$ cat src/rtl/i2s_in_if.sv
// rtl/i2s_in_if.sv - I2S receiver pin bundle: serial inputs from the source, parallel sample pair back.
// master = I2S source / sample consumer side, slave = i2s_in.
interface i2s_in_if #(
  parameter int DATA_WIDTH = 16
);
  logic                  d_in;
  logic                  ws_in;
  logic                  bclk_in;
  logic [DATA_WIDTH-1:0] left_out;
  logic [DATA_WIDTH-1:0] right_out;
  logic                  data_valid_out;
  logic                  frame_error_out;

  modport master (
    output d_in,
    output ws_in,
    output bclk_in,
    input  left_out,
    input  right_out,
    input  data_valid_out,
    input  frame_error_out
  );

  modport slave (
    input  d_in,
    input  ws_in,
    input  bclk_in,
    output left_out,
    output right_out,
    output data_valid_out,
    output frame_error_out
  );
endinterface

$ cat src/rtl/i2s_in.sv
// rtl/i2s_in.sv - I2S receiver: syncs bclk/ws/data into clk_in, delivers left/right pairs with a valid strobe.
// Optional slot-length check: define I2S_IN_FRAME_CHECK_EN.
module i2s_in #(
  parameter int DATA_WIDTH = 16
) (
  input  logic   clk_in,
  input  logic   reset_in,
  i2s_in_if.slave bus
);
  localparam logic [1:0] ST_UNLOCKED = 2'd0;
  localparam logic [1:0] ST_ARMING   = 2'd1;
  localparam logic [1:0] ST_RUN      = 2'd2;

  logic d_meta, d_s;
  logic ws_meta, ws_s;
  logic bclk_meta, bclk_s, bclk_d;

  logic [1:0]            state;
  logic                  ws_prev;
  logic [5:0]            bit_cnt;
  logic [DATA_WIDTH-1:0] shift_reg;
  logic [DATA_WIDTH-1:0] shifted;
  logic [DATA_WIDTH-1:0] left_hold;
  logic                  left_ok;
  logic [DATA_WIDTH-1:0] left_q;
  logic [DATA_WIDTH-1:0] right_q;
  logic                  valid_q;
  logic                  ferr_q;

  logic bclk_rise;
  logic boundary;
  logic slot_err;

  always_ff @(posedge clk_in) begin
    if (!reset_in) begin
      d_meta    <= 1'b0;
      d_s       <= 1'b0;
      ws_meta   <= 1'b0;
      ws_s      <= 1'b0;
      bclk_meta <= 1'b0;
      bclk_s    <= 1'b0;
      bclk_d    <= 1'b0;
    end else begin
      d_meta    <= bus.d_in;
      d_s       <= d_meta;
      ws_meta   <= bus.ws_in;
      ws_s      <= ws_meta;
      bclk_meta <= bus.bclk_in;
      bclk_s    <= bclk_meta;
      bclk_d    <= bclk_s;
    end
  end

  assign bclk_rise = bclk_s & ~bclk_d;
  // Word as it stands including the bit sampled on this edge (the one-bit-delay LSB).
  assign shifted   = {shift_reg[DATA_WIDTH-2:0], d_s};
  assign boundary  = (state != ST_UNLOCKED) && (ws_s != ws_prev);

`ifdef I2S_IN_FRAME_CHECK_EN
  localparam logic [5:0] LAST_BIT = 6'(DATA_WIDTH - 1);
  assign slot_err = (bit_cnt != LAST_BIT);
`else
  assign slot_err = 1'b0;
`endif

  always_ff @(posedge clk_in) begin
    if (!reset_in) begin
      state     <= ST_UNLOCKED;
      ws_prev   <= 1'b0;
      bit_cnt   <= 6'd0;
      shift_reg <= '0;
      left_hold <= '0;
      left_ok   <= 1'b0;
      left_q    <= '0;
      right_q   <= '0;
      valid_q   <= 1'b0;
      ferr_q    <= 1'b0;
    end else begin
      valid_q <= 1'b0;
      ferr_q  <= 1'b0;
      if (bclk_rise) begin
        shift_reg <= shifted;
        ws_prev   <= ws_s;
        if (boundary) begin
          bit_cnt <= 6'd0;
        end else if (bit_cnt != 6'h3f) begin
          bit_cnt <= bit_cnt + 6'd1;
        end

        case (state)
          ST_UNLOCKED: state <= ST_ARMING;
          ST_ARMING: begin
            if (boundary) state <= ST_RUN;
          end
          ST_RUN: begin
            if (boundary) begin
              if (slot_err) begin
                ferr_q  <= 1'b1;
                left_ok <= 1'b0;
              end else if (!ws_prev) begin
                left_hold <= shifted;
                left_ok   <= 1'b1;
              end else if (left_ok) begin
                left_q  <= left_hold;
                right_q <= shifted;
                valid_q <= 1'b1;
                left_ok <= 1'b0;
              end
            end
          end
          default: state <= ST_UNLOCKED;
        endcase
      end
    end
  end

  assign bus.left_out        = left_q;
  assign bus.right_out       = right_q;
  assign bus.data_valid_out  = valid_q;
  assign bus.frame_error_out = ferr_q;
endmodule

$ cat src/flat_wrapper.sv
// flat-port wrapper written by rule: the top's interface ports become plain ports
module i2s_in_flat 
#(
  parameter int DATA_WIDTH = 16
)
  (clk_in, reset_in, bus_d_in, bus_ws_in, bus_bclk_in, bus_left_out, bus_right_out, bus_data_valid_out, bus_frame_error_out);
  i2s_in_if #(.DATA_WIDTH(DATA_WIDTH)) bus_i ();
  input  logic clk_in;
  input  logic reset_in;
  input wire logic [$bits(bus_i.d_in)-1:0] bus_d_in;
  input wire logic [$bits(bus_i.ws_in)-1:0] bus_ws_in;
  input wire logic [$bits(bus_i.bclk_in)-1:0] bus_bclk_in;
  output wire logic [$bits(bus_i.left_out)-1:0] bus_left_out;
  output wire logic [$bits(bus_i.right_out)-1:0] bus_right_out;
  output wire logic [$bits(bus_i.data_valid_out)-1:0] bus_data_valid_out;
  output wire logic [$bits(bus_i.frame_error_out)-1:0] bus_frame_error_out;
  assign bus_i.d_in = bus_d_in;
  assign bus_i.ws_in = bus_ws_in;
  assign bus_i.bclk_in = bus_bclk_in;
  assign bus_left_out = bus_i.left_out;
  assign bus_right_out = bus_i.right_out;
  assign bus_data_valid_out = bus_i.data_valid_out;
  assign bus_frame_error_out = bus_i.frame_error_out;
  i2s_in #(.DATA_WIDTH(DATA_WIDTH)) u_core (.clk_in(clk_in), .reset_in(reset_in), .bus(bus_i));
endmodule
$ cat config.mk
export PLATFORM = sky130hd
export DESIGN_NAME = i2s_in_flat
export DESIGN_NICKNAME = d
export VERILOG_FILES = /design/src/rtl/i2s_in_if.sv /design/src/rtl/i2s_in.sv /design/src/flat_wrapper.sv
export SDC_FILE = /design/constraint.sdc
export NUM_CORES = 1
export LEC_CHECK = 0
export ABC_CLOCK_PERIOD_IN_PS = 1510
export BUFFER_PORTS_ARGS = -buffer_cell sky130_fd_sc_hd__buf_4
export CORE_MARGIN = 2
export CORE_UTILIZATION = 45
export DETAILED_ROUTE_END_ITERATION = 7
export PLACE_DENSITY = 0.74
export SLEW_MARGIN = 20
export SYNTH_ARGS = -nofsm -noshare
export SYNTH_HDL_FRONTEND = slang
export SYNTH_SLANG_ARGS = --single-unit
$ cat constraint.sdc
create_clock -name clk_in -period 1.51 [get_ports clk_in]
set_input_delay 0.3775 -clock clk_in [delete_from_list [all_inputs] [get_ports clk_in]]
set_output_delay 0.3775 -clock clk_in [all_outputs]
set_load 0.005 [all_outputs]
==> impl_metrics.tcl <==
set metrics [dict create \
    gpl.final_weighted_congestion 0.740 \
    wl_per_cell_um 12.4 \
    post-layout-total-power_mw 3.74 \
    die_width_um 82.0 \
    finish.net_count 324 \
    final_max_slew_viol_count 0 \
    layout-drive-gt1-share_pct 19.5 \
    clkLatencyLatePin_ps 350 \
    synthesis.yosys.warnings 0 \
    floorplan.io_pins 39 \
    num_vias 1904 \
    post-route-min-period_ps 1430 \
    n_antenna_cell 0 \
    cts_max_path_buffers 2 \
    seq_area_frac_synth_pct 54.8 \
    final_setup_fails 0 \
    drt-initial-drc-count 113 \
    required_ps 1790 \
    final_common_cell "sky130_fd_sc_hd__nand2_1" \
    grt_antenna_before_repair 0 \
    syn_to_final_growth_pct 20.9 \
    path_clk_slew_ps 70 \
    dp.final_hpwl_um 3280 \
    synth.top_cells.by_area "sky130_fd_sc_hd__dfxtp_1, sky130_fd_sc_hd__mux2i_1, sky130_fd_sc_hd__nand2_1" \
    power_per_unit_of_standard_cell_area_nw_per_um2 1130 \
    layout.cells.non_filler 398 \
    timing.hold.worst.class "input pin to flop" \
    cts_tree "yes" \
    dieArea_um2 6730 \
    num_rows 28 \
    start_util_pct 46.5 \
    detail_route.wirelength_um 4920 \
    totalNegativeSetupSlack_ps 0 \
    syn_inst 281 \
    buffer_ports.inserted 37 \
    timing.critical_path.fanout_max 15 \
    grt_usage_pct 15.1 \
    most-common-layout-cells "sky130_fd_sc_hd__nand2_1, sky130_fd_sc_hd__dfxtp_1, sky130_fd_sc_hd__mux2i_1" \
    peakVddDrop_mv 0.571 \
    grt_start_max_net_pins 62 \
    placed_cells_incl_taps 382 \
    max_freq_ghz 0.699 \
    sort_of_element_at_the_start_of_the_critical_path "flop" \
    cts_buffers 9 \
    crit_arrival_ps 1710 \
    core_region_area_um2 5890 \
    drc_violations_left 0 \
    criticalPathCategory "flop to flop" \
    ctsRootBufferMaster "sky130_fd_sc_hd__clkbuf_8" \
    detail-route-antenna-nets 0 \
    ys_types 25 \
    share_of_the_synthesized_area_in_the_top_cell_type_pct 54.8 \
    drtPass1Iterations 4 \
    post-route-util_pct 56.3 \
    wire_length_of_the_first_global_routing_pass_um 7650 \
    syn_area_per_cell_um2 9.75 \
    synthesis.area_um2 2740 \
    synth_seq_cells 75 \
    cell_breakdown_of_the_critical_path "and4bb_1 -> and4b_4 -> buf_12 -> mux2i_1" \
    timing.critical_path.buf_inv 1 \
    syn_nets 286 \
    cp_top_family "simple AND/OR/NAND/NOR gates" \
    cellLeakagePower_nw 1.31 \
    worst_hold_slack_ps 236 \
    worst_setup_path_end_kind "flop" \
    max_stage_delay_ps 350 \
    final_min_period_over_clock_period_pct 94.7 \
    timing.clock.skew_ps 7.71 \
    finalHoldViolCount 0 \
    setup_repair_after_global_routing_missed_its_margin "false" \
    route.detailed.vias_per_inst 4.78 \
    run_status "completed" \
    number_of_global_route_vias_before_repair 1731 \
    chip_height_um 82.0 \
    yosys.area.top_type "sky130_fd_sc_hd__dfxtp_1" \
    critPathSlowestCell "sky130_fd_sc_hd__and4b_4" \
    globalRouteOverflowTotal 0 \
    clock_sinks 75 \
    cap_violations 0 \
    h-tree-depth 3 \
]
## cell usage after synthesis
library cell / n
sky130_fd_sc_hd__o2111a_1: 1
sky130_fd_sc_hd__and4bb_1: 1
sky130_fd_sc_hd__a31oi_1: 1
sky130_fd_sc_hd__a21o_1: 1
sky130_fd_sc_hd__mux2i_1: 48
sky130_fd_sc_hd__o31ai_1: 1
sky130_fd_sc_hd__inv_1: 1
sky130_fd_sc_hd__buf_2: 3
sky130_fd_sc_hd__dfxtp_1: 75
sky130_fd_sc_hd__buf_6: 2
sky130_fd_sc_hd__buf_1: 1
sky130_fd_sc_hd__nor2b_1: 1
sky130_fd_sc_hd__clkinv_1: 1
sky130_fd_sc_hd__and2_1: 8
sky130_fd_sc_hd__o21ai_0: 1
sky130_fd_sc_hd__a21oi_1: 16
sky130_fd_sc_hd__nand2_1: 98
sky130_fd_sc_hd__conb_1: 1
sky130_fd_sc_hd__nand2b_1: 2
sky130_fd_sc_hd__nand3_1: 2
sky130_fd_sc_hd__clkbuf_1: 9
sky130_fd_sc_hd__xor2_1: 1
sky130_fd_sc_hd__buf_12: 3
sky130_fd_sc_hd__and4b_1: 1
sky130_fd_sc_hd__buf_4: 2
## final cells by class
| cell class | count | area, um^2 |
|---|---|---|
| inverter | 2 | 7.51 |
| clock inverter | 4 | 75.1 |
| timing repair buffer | 47 | 408 |
| tap | 75 | 93.8 |
| fill | 507 | 2570 |
| sequential | 75 | 1500 |
| clock buffer | 11 | 141 |
| multi-input combinational | 184 | 1080 |
## metrics by stage
step	cell area, um^2	setup WS [ps]
6_report	3310	79.9
5_1_grt	3310	12.0
4_1_cts	3280	66.8
3_5_place_dp	3070	81.4
3_3_place_gp	3070	122
2_1_floorplan	2740	229
## cells by family after synthesis
logic type | count (synthesis) | share of synthesized area, %
AOI/OAI and AO/OA | 21 | 4.29
xor gates and xnor gates | 1 | 0.320
buffers and inverters | 22 | 5.76
DFF | 75 | 54.8
muxes | 48 | 17.5
other | 1 | 0.137
and+or+nand+nor | 113 | 17.1
## timing repair
action,in CTS,in global routing
setup endpoints to repair,0,3
hold buffers,0,0
setup buffers,0,0
gates resized for setup,0,2
## worst reg2reg max path: stages, from the launching register on
cell                       delay (ps)
sky130_fd_sc_hd__dfxtp_1          330
sky130_fd_sc_hd__and4bb_1         290
sky130_fd_sc_hd__and4b_4          350
sky130_fd_sc_hd__buf_12           190
sky130_fd_sc_hd__mux2i_1          210
## power breakdown
part	leakage [nW]	switching, mW	internal [mW]
clock network	0.102	0.691	0.966
registers	0.606	0.00814	1.99
logic	0.606	0.0544	0.0282
total	1.31	0.754	2.98
## path summary, 6_finish.rpt
path,startpoint,to,slack (ps),cells past startpoint
max,u_core.state[0],u_core.bus.right_out[10],80,4
min reg2reg,u_core.ws_meta,u_core.ws_s,440,1
min,bus_bclk_in,u_core.bclk_meta,240,2
max reg2reg,u_core.state[0],u_core.bus.right_out[10],80,4
## routing by layer
metal / wire length (um) / vias up / track usage [%]
met3: 169 / 11 / 2.97
li1: - / 987 / -
met4: 159 / 0 / 10.0
met2: 2370 / 36 / 25.3
met5: 0 / - / 0
met1: 2230 / 870 / 17.4
Power figures use the tool's default switching activity.
